[src/rtl/bcd_convertidor_secuencial.sv]
// Multi-channel binary-to-BCD converter built on one time-multiplexed double-dabble engine.
// Define BCD_SATURATE_EN to report all nines instead of all zeros for out-of-range channels.
module bcd_convertidor_secuencial #(
  parameter int BIN_WIDTH = 8,
  parameter int DIGITS    = 2,
  parameter int CHANNELS  = 3
) (
  input  logic                         clk,
  input  logic                         reset,
  input  logic                         start,
  input  logic [CHANNELS*BIN_WIDTH-1:0] bin_in,
  output logic                         busy,
  output logic                         done,
  output logic [CHANNELS*DIGITS*4-1:0] bcd_out,
  output logic [CHANNELS-1:0]          ovf
);
  localparam int BCD_W = DIGITS * 4;
  localparam int SR_W  = BCD_W + BIN_WIDTH;
  localparam int CH_W  = (CHANNELS > 1) ? $clog2(CHANNELS) : 1;
  localparam int CNT_W = $clog2(BIN_WIDTH);

  function automatic int pow10(input int n);
    int p;
    p = 1;
    for (int i = 0; i < n; i++) p = p * 10;
    return p;
  endfunction

  localparam logic [31:0] LIMIT = 32'(pow10(DIGITS));

`ifdef BCD_SATURATE_EN
  localparam logic [BCD_W-1:0] OVF_FILL = {DIGITS{4'h9}};
`else
  localparam logic [BCD_W-1:0] OVF_FILL = '0;
`endif

  // One double-dabble step: add 3 to every BCD nibble >= 5, then shift left.
  function automatic logic [SR_W-1:0] dabble(input logic [SR_W-1:0] s);
    logic [SR_W-1:0] t;
    t = s;
    for (int d = 0; d < DIGITS; d++)
      if (t[BIN_WIDTH+4*d +: 4] >= 4'd5) t[BIN_WIDTH+4*d +: 4] = t[BIN_WIDTH+4*d +: 4] + 4'd3;
    return {t[SR_W-2:0], 1'b0};
  endfunction

  typedef enum logic [2:0] {IDLE, LOAD, SHIFT, STORE, DONE} state_t;

  state_t                        state;
  logic [CH_W-1:0]               ch;
  logic [CNT_W-1:0]              cnt;
  logic [SR_W-1:0]               sr;
  logic [CHANNELS*BIN_WIDTH-1:0] held;
  logic                          ovf_cur;
  logic [CHANNELS*BCD_W-1:0]     shadow_bcd, sh_bcd_nxt;
  logic [CHANNELS-1:0]           shadow_ovf, sh_ovf_nxt;
  logic [BIN_WIDTH-1:0]          cur;
  logic [BCD_W-1:0]              field;
  logic                          last_ch;

  assign cur     = held[ch*BIN_WIDTH +: BIN_WIDTH];
  assign field   = ovf_cur ? OVF_FILL : sr[SR_W-1:BIN_WIDTH];
  assign last_ch = (ch == CH_W'(CHANNELS - 1));

  // Shadow image including the channel being stored, so the final channel can
  // reach the outputs on the same edge it is written.
  always_comb begin
    sh_bcd_nxt = shadow_bcd;
    sh_ovf_nxt = shadow_ovf;
    sh_bcd_nxt[ch*BCD_W +: BCD_W] = field;
    sh_ovf_nxt[ch] = ovf_cur;
  end

  always_ff @(posedge clk) begin
    if (reset) begin
      state      <= IDLE;
      ch         <= '0;
      cnt        <= '0;
      sr         <= '0;
      held       <= '0;
      ovf_cur    <= 1'b0;
      shadow_bcd <= '0;
      shadow_ovf <= '0;
      bcd_out    <= '0;
      ovf        <= '0;
      busy       <= 1'b0;
      done       <= 1'b0;
    end else begin
      done <= 1'b0;
      unique case (state)
        IDLE: if (start) begin
          held  <= bin_in;
          ch    <= '0;
          busy  <= 1'b1;
          state <= LOAD;
        end
        LOAD: begin
          sr      <= {{BCD_W{1'b0}}, cur};
          cnt     <= '0;
          ovf_cur <= (32'(cur) >= LIMIT);
          state   <= SHIFT;
        end
        SHIFT: begin
          sr  <= dabble(sr);
          cnt <= cnt + 1'b1;
          if (cnt == CNT_W'(BIN_WIDTH - 1)) state <= STORE;
        end
        STORE: begin
          shadow_bcd <= sh_bcd_nxt;
          shadow_ovf <= sh_ovf_nxt;
          if (last_ch) begin
            bcd_out <= sh_bcd_nxt;
            ovf     <= sh_ovf_nxt;
            done    <= 1'b1;
            state   <= DONE;
          end else begin
            ch    <= ch + 1'b1;
            state <= LOAD;
          end
        end
        DONE: begin
          busy  <= 1'b0;
          state <= IDLE;
        end
        default: begin
          busy  <= 1'b0;
          state <= IDLE;
        end
      endcase
    end
  end
endmodule
[config.mk]
export PLATFORM = sky130hd
export DESIGN_NAME = bcd_convertidor_secuencial
export DESIGN_NICKNAME = d
export VERILOG_FILES = /design/src/rtl/bcd_convertidor_secuencial.sv
export SDC_FILE = /design/constraint.sdc
export NUM_CORES = 1
export LEC_CHECK = 0
export CORE_ASPECT_RATIO = 0.9
export CORE_MARGIN = 4
export CORE_UTILIZATION = 55
export DETAILED_ROUTE_END_ITERATION = 12
export PLACE_DENSITY = 0.79
export REMOVE_ABC_BUFFERS = 1
export SLEW_MARGIN = 20
export SYNTH_ARGS = -nofsm -noshare
export SYNTH_HDL_FRONTEND = slang
export SYNTH_SLANG_ARGS = --single-unit
[constraint.sdc]
create_clock -name clk -period 5 [get_ports clk]
set_input_delay 1.25 -clock clk [delete_from_list [all_inputs] [get_ports clk]]
set_output_delay 1.25 -clock clk [all_outputs]
set_load 0.05 [all_outputs]
Word level (Yosys, flattened, before mapping)
Index checks and enable logic that the tools add are counted.
{ "op_classes": {"bitwise": 2, "n_mux": 19, "order_cmp": 5, "reduce_logical": 11, "eq_ne": 8, "n_mul": 0, "n_shift": 3, "addsub": 5, "div": 0} }
{ "op_table": {"columns": ["op", "n"], "rows": [
  ["negator 5 -> 34 bit", 1],
  ["variable shift 8 x 34 -> 24 bit, first input constant", 1],
  ["variable part select 8 x 34 -> 24 bit", 1],
  ["case mux 16 bit (2 select lines)", 1],
  ["bitwise mux 24 bit", 1],
  ["variable part select 24 x 6 -> 8 bit", 1],
  ["two-way mux 3 bit", 4],
  ["case mux 3 bit (4 select lines)", 1],
  [">= comparator 4 x 3 -> 1 bit, second input constant", 2],
  [">= comparator 8 x 7 -> 1 bit, second input constant", 1],
  ["two-way mux 8 bit", 1],
  ["AND reduction 2 bit", 4],
  ["== test 3 x 2 -> 1 bit, second input constant", 2],
  ["inequality test 2 bit, second input constant", 3],
  ["case mux 3 bit (2 select lines)", 1],
  ["adder 4 x 2 -> 4 bit, second input constant", 1],
  ["two-way mux 2 bit", 2],
  ["two-way mux 4 bit", 1],
  ["case mux 2 bit (2 select lines)", 1],
  ["nonzero test 2 bit", 2],
  ["adder 3 x 1 -> 3 bit, second input constant", 1],
  ["adder 3 x 2 -> 3 bit, second input constant", 1],
  ["bitwise mux 3 bit", 1],
  ["== test 3 x 1 -> 1 bit, second input constant", 1],
  ["other kinds (14)", 17]
]} }
{ "word_totals": {"mem_bits_rw": 0, "inputBits": 27, "output_inout_bits": 29, "reg_bits": 105, "romBits": 0, "memories": 0, "latchBits": 0, "word_cells": 65} }

Longest topological paths before layout
Gate-level depths: netlist of run 1.
{ "logic_depth": {"depth_word": 5, "mapped_depth": 8, "depth_no_buf": 7} }

Worst setup path after synthesis of run 1
OpenSTA, ideal clock, no wires.
{ "synth_path": {"kind": "input to register", "start": "input start", "end": "register ch[0]", "setup_slack_ns": 2.763, "n_path_buf": 0, "arrival_time_ns": 2.174, "stages": 5, "required_ns": 4.937, "setup_time_ns": 0.063, "cell_sequence": "or3b_4 > a21oi_4 > nand2_1 > mux2_2 > nor2_2"} }
{ "synth_via": {"elab_chain_len": 2} }
{ "synth_rtl": {"columns": ["element", "line_no", "text"], "rows": [
  ["start, declared", "10", "input logic start,"],
  ["inequality test 2 bit (no line)", null, null],
  ["AND reduction 3 bit (no line)", null, null],
  ["end signal, assigned", "116", "ch <= ch + 1'b1;"],
  ["end, declared", "49", "logic [CH_W-1:0] ch;"]
]} }
Every way passes these cells.
A chain may end at the register's enable or synchronous reset.

Worst setup path in the final report of run 1
{ "layout_path": {"start": "register bcd_out[7]", "end": "output bcd_out[7]"} }
{ "layout_rtl": {"columns": ["element", "line_no", "text"], "rows": [
  ["start, declared", "14", "output logic [CHANNELS*DIGITS*4-1:0] bcd_out,"],
  ["start signal, assigned", "111", "bcd_out <= sh_bcd_nxt;"]
]} }
No word-level cell between the ends.

==> results.json, run 1 <==
{
  "leakage_nw": 1.67,
  "tns_ps": 0,
  "core_um2": 8030,
  "routed_wirelength_um": 9020,
  "hold_depth": 2,
  "syn_avg_cell_area_um2": 8.83,
  "hpwl_um": 5910,
  "die_w_um": 103,
  "tightest_slew_ps": 881,
  "cts_tree": "built",
  "cts_buffers": 9,
  "ant_nets": 0,
  "cp-start-kind": "flop",
  "synth-edff-count": 0,
  "maxCapViolCount": 0,
  "worst_slack_ps": 2230,
  "min_from": "held[21]",
  "period_share_pct": 55.4,
  "place_ws_ps": 1940,
  "path_cells": "clkdlybuf4s50_1",
  "post_cts_resized": 0,
  "synthFlopType": "dfxtp_1",
  "hold_class": "flop to flop",
  "htree_levels": 3,
  "grt_usage_pct": 19.8,
  "yosysSeqAreaShare_pct": 46.2,
  "syn_inst": 510,
  "ys_warn_count": 0,
  "r2r_cells": 7,
  "synth_area_leaders": "dfxtp_1 (46%), a211oi_1 (8.2%), a21oi_1 (6.0%)",
  "viasPerCell": 5.63,
  "synth_area_um2": 4500,
  "r2r_end": "shadow_bcd[15]",
  "setup_viol": 0,
  "async_flop_share_pct": 0,
  "power_mw": 1.48,
  "status": "finished clean",
  "max_stage_delay_ps": 800,
  "clockRootBuffer": "clkbuf_8",
  "antenna_cells": 0,
  "routedWlPerCell_um": 14.0,
  "drive_gt1_share_pct": 6.25,
  "yosys.area.top_type_share_pct": 46.2,
  "ioPinCount": 56,
  "dr.pass1.iters": 5,
  "r2r_setup_slack_ps": 2280,
  "cts_setup_buffers": 0,
  "fmax_mhz": 361,
  "num_rows": 31,
  "required_ps": 3750,
  "rsz0062_at_grt": "no",
  "topRoutingLayerUsed": "met4",
  "grt.overflow.total": 0,
  "first_iter_violations": 191,
  "initial_core_util_pct": 56.1,
  "arrival_ps": 1520,
  "powerDensity_nw_per_um2": 289,
  "crit_path_end_kind": "output port",
  "cp_slowest_cell": "clkdlybuf4s50_1",
  "wl_met1_um": 4160,
  "clk_pin_slew_ps": 100,
  "finalHoldViolations": 0,
  "slew_violations": 0,
  "gp_congestion": 0.829,
  "timing.hold.ws_ps": 459,
  "min_to": "held[21]",
  "fin_worst_skew_ps": 8.89,
  "period_needed_ps": 2770,
  "areaGrowthSynthToFinish_pct": 14.1,
  "wl_met3_um": 303,
  "clockBufferDepth": 2,
  "cts_sinks": 104,
  "path_buf_inv": 1,
  "postCtsHoldBufs": 0,
  "grt_max_degree": 57,
  "slew_headroom_pct": 41.3,
  "nets": 577,
  "synth_top_cell_by_area": "dfxtp_1",
  "crit_fanout": 2,
  "ir_drop_mv": 0.138,
  "antenna_found_initial": 0,
  "timing.rr.start": "ch[1]",
  "ys_ff_latch": 104,
  "io_buffers": 55,
  "ys_types": 46,
  "chipHeight_um": 93.8,
  "path_class": "flop to output port",
  "cp_top_family": "buffers and inverters",
  "clk_latency_ps": 360,
  "routed-via-count": 3623,
  "grt_pass1_vias": 3378,
  "drc": 0,
  "die_area_um2": 9700,
  "dr_wl_met2_um": 4450,
  "grt_pass1_wl_um": 15600
}
## kinds of logic after synthesis
group | count (synthesis) | share of synthesized area, %
compound gates | 144 | 20.8
xor+xnor | 2 | 0.389
fa+ha+maj | 11 | 3.06
buf+inv | 47 | 5.86
flops | 104 | 46.2
mux | 14 | 3.31
simple gates | 188 | 20.4
## synthesized netlist by cell type (2+ instances only)
| master | n |
|---|---|
| ha_1 | 11 |
| nor2_4 | 2 |
| or4b_1 | 3 |
| a211oi_1 | 49 |
| mux2i_1 | 10 |
| nor4_4 | 2 |
| clkbuf_1 | 18 |
| o21ai_0 | 7 |
| nand2_1 | 69 |
| buf_4 | 2 |
| a22oi_1 | 25 |
| nor2_1 | 70 |
| buf_1 | 2 |
| nand2b_1 | 4 |
| nor3_1 | 5 |
| a21oi_1 | 54 |
| inv_1 | 6 |
| nand3_1 | 5 |
| nand3b_1 | 2 |
| nor2b_1 | 16 |
| xnor2_1 | 2 |
| nor3b_4 | 2 |
| a31oi_1 | 2 |
| dfxtp_1 | 104 |
| mux2_1 | 2 |
| buf_2 | 10 |
| clkbuf_8 | 3 |
| buf_6 | 5 |
## per-stage QoR
step                util [%]  instances  instance area (um2)
floorplan                  -        470                 4260
global placement        61.7        627                 4960
detailed placement      61.7        627                 4960
CTS                     64.0        643                 5140
global route            64.0        643                 5140
finish                  64.0        643                 5140
## report_power, final
part / leakage [nW] / total (mW) / internal, mW / switching (mW)
combinational: 0.747 / 0.131 / 0.0553 / 0.0755
clock: 0.0809 / 0.481 / 0.195 / 0.286
sequential: 0.843 / 0.871 / 0.853 / 0.0186
## worst max-delay path by stage
stage	from	endpoint	slack, ps	cells after the start
after global placement	start	held[23]	2100	5
after detailed placement	start	held[6]	1940	5
final	bcd_out[7]	bcd_out[7]	2230	1
after global routing	ch[1]	shadow_bcd[12]	2000	7
after CTS	bcd_out[19]	bcd_out[19]	2210	1
after floorplan	state[2]	bcd_out[0]	1940	4
## sequential cells by signal, indices dropped and copies added, names as in the netlist
name / cells
ch: 2
busy: 1
cnt: 3
done: 1
ovf_cur: 1
bcd_out: 24
sr: 16
shadow_bcd: 24
ovf: 3
held: 24
state: 3
shadow_ovf: 2
## layer usage
layer  up-vias  global-route usage, %
li1       1835                      -
met3        11                   3.79
met4         0                   4.53
met5         -                      0
met1      1712                   26.7
met2        65                   32.6
## cell type report
class	count	area (um2)
multi-input combinational	359	2160
inverter	7	26.3
tap	99	124
clock buffer	10	138
sequential	104	2080
fill	680	2890
clock inverter	6	43.8
timing repair buffer	58	568
## layout by cell type (no fill, tap or decap), drive strengths merged, types with 8 or more instances in the layout
cell,netlist,final
a211oi,49,49
a21oi,55,55
a22oi,25,25
clkbuf,21,10
clkdlybuf4s50,0,54
dfxtp,104,104
ha,11,11
inv,7,8
mux2i,10,10
nand2,69,69
nor2,73,73
nor2b,17,17
o21ai,8,8
Power figures use the tool's default switching activity.
==> inputs of run 2 (changes only) <==
- CORE_UTILIZATION: 55 -> 50
- PLACE_DENSITY: 0.79 -> 0.76
- clock period: 5 -> 2.3 ns (I/O delays scaled with it)
==> run 2 against run 1 <==
  * Combinational power grew 140%
  * Flip-flop and latch count unchanged
  * Critical endpoint is now bcd_out[18]
  * Total power up 130%
  * Worst setup slack worse by 2000 ps
==> results.json, run 2 (synthesis gave the netlist of run 1 again) <==
{
  "top_regs": "bcd_out x24, held x24, shadow_bcd x24",
  "period_needed_ps": 2110,
  "ir_drop_mv": 0.376,
  "max_stage_delay_ps": 820,
  "maxCapViolCount": 0,
  "min_to": "held[3]",
  "finalHoldViolations": 0,
  "layout_commonest_cell": "dfxtp_1",
  "drive_gt1_share_pct": 7.93,
  "cts_buffers": 9,
  "hold_depth": 2,
  "p_int_mw": 2.51,
  "postCtsHoldBufs": 0,
  "crit_path_end_kind": "output port",
  "grt.overflow.total": 0,
  "seqPwrFrac_pct": 56.2,
  "routed_wirelength_um": 9340,
  "slew_headroom_pct": 64.1,
  "powerDensity_nw_per_um2": 632,
  "place_ws_ps": 197,
  "grt_usage_pct": 18.5,
  "hold_class": "flop to flop",
  "grt_pass1_wl_um": 16200,
  "placed_area_um2": 5130,
  "clk_latency_ps": 370,
  "multiInputGateArea_um2": 2160,
  "final_cell_mix": "dfxtp_1 (104), nor2_1 (70), nand2_1 (69)",
  "slew_violations": 0,
  "io_buffers": 55,
  "combPwrFrac_pct": 9.2,
  "cp_top_family": "buffers and inverters",
  "setup_viol": 0,
  "timing.rr.start": "ch[0]",
  "antenna_cells": 0,
  "dr.pass1.iters": 5,
  "status": "finished clean",
  "r2r_end": "shadow_bcd[17]",
  "fin_worst_skew_ps": 15.2,
  "antenna_found_initial": 0,
  "post_cts_resized": 0,
  "cp_slowest_cell": "clkdlybuf4s50_1",
  "routedWlPerCell_um": 13.9,
  "cts_setup_buffers": 0,
  "tns_ps": 0,
  "seq_area_um2": 2080,
  "num_rows": 32,
  "period_share_pct": 91.9,
  "ant_nets": 0,
  "clk_pin_slew_ps": 100,
  "path_cells": "clkdlybuf4s50_1",
  "die_w_um": 108,
  "grt_pass1_vias": 3604,
  "rsz0062_at_grt": "no",
  "grt_max_degree": 56,
  "nets": 588,
  "power_switching_mw": 0.853,
  "htree_levels": 3,
  "areaGrowthSynthToFinish_pct": 18.3,
  "fmax_mhz": 473,
  "die_area_um2": 10600,
  "clockRootBuffer": "clkbuf_8",
  "crit_fanout": 2,
  "min_from": "held[3]",
  "ioPinCount": 56,
  "gp_congestion": 0.795,
  "drc": 0,
  "routed-via-count": 3661,
  "arrival_ps": 1540,
  "power_mw": 3.37,
  "design_area_um2": 5330,
  "path_class": "flop to output port",
  "viasPerCell": 5.43,
  "clockBufferDepth": 2,
  "swShare_pct": 25.3,
  "n_fill_cell": 764,
  "chipHeight_um": 98.0,
  "first_iter_violations": 159,
  "core_um2": 8690,
  "initial_core_util_pct": 51.8,
  "hpwl_um": 6410,
  "cts_tree": "built",
  "required_ps": 1730,
  "cts_sinks": 104,
  "tightest_slew_ps": 535,
  "r2r_cells": 6,
  "cp-start-kind": "flop",
  "leakage_nw": 1.77,
  "power.share.clock_pct": 34.6,
  "path_buf_inv": 1,
  "r2r_setup_slack_ps": 290,
  "worst_slack_ps": 185
}
[run 2: changes by cell type in the layout (fill, tap and decap cells not counted), sizes merged]
cell / before / now
clkinvlp: 4 / 0
clkinv: 1 / 2
bufinv: 0 / 1
inv: 8 / 10
buf: 4 / 15
[run 2: power groups by stage]
stage	Clock, mW	Sequential (mW)	Combinational [mW]
after floorplan	0	1.93	0.164
after detailed placement	0	1.93	0.309
after global placement	0	1.93	0.299
after CTS	1.20	1.89	0.311
final	1.16	1.89	0.310
after global routing	1.27	1.90	0.341
[run 2: per-layer routing]
metal / up-vias / GRT usage, % / wire length [um]
li1: 1862 / - / -
met1: 1698 / 23.9 / 4380
met2: 90 / 31.0 / 4410
met3: 11 / 3.70 / 413
met4: 0 / 6.02 / 133
met5: - / 0 / 0
[run 2: layout make-up]
cell class                      count  share of cell area [%]
Timing Repair Buffer               69                    13.4
Multi-Input combinational cell    359                    40.5
Sequential cell                   104                    39.1
Tap cell                          119                    2.79
Inverter                            7                   0.493
Clock buffer                       10                    2.40
Clock inverter                      6                    1.39
[run 2: how the worst max path moves through the flow]
| stage | slack (ps) | startpoint | cells past startpoint | endpoint |
|---|---|---|---|---|
| finish | 190 | bcd_out[18] | 1 | bcd_out[18] |
| global route | 40 | ch[0] | 7 | shadow_bcd[16] |
| CTS | 150 | bcd_out[18] | 1 | bcd_out[18] |
| detailed placement | 200 | start | 6 | ch[0] |
| global placement | 210 | start | 6 | ch[0] |
| floorplan | -760 | state[2] | 4 | bcd_out[0] |
[run 2: through the flow]
step	instances	util, %	hold WS, ps
after global placement	658	59.0	441
after floorplan	470	-	426
after detailed placement	658	59.0	447
after CTS	674	61.3	461
after global routing	674	61.3	481
final	674	61.3	459
[run 2: worst register-to-register path: cells and delay by family, from the launching register on]
family | cells | cell delay (ps)
compound gates | 2 | 500
fa+ha+maj | 1 | 400
buf+inv | 1 | 130
flops | 1 | 350
simple gates | 2 | 560
==> inputs of run 3 (changes only) <==
- CAP_MARGIN: default -> 0
==> results of run 3 <==
No change in the layout: final DEF, timing and power equal those of run 2.
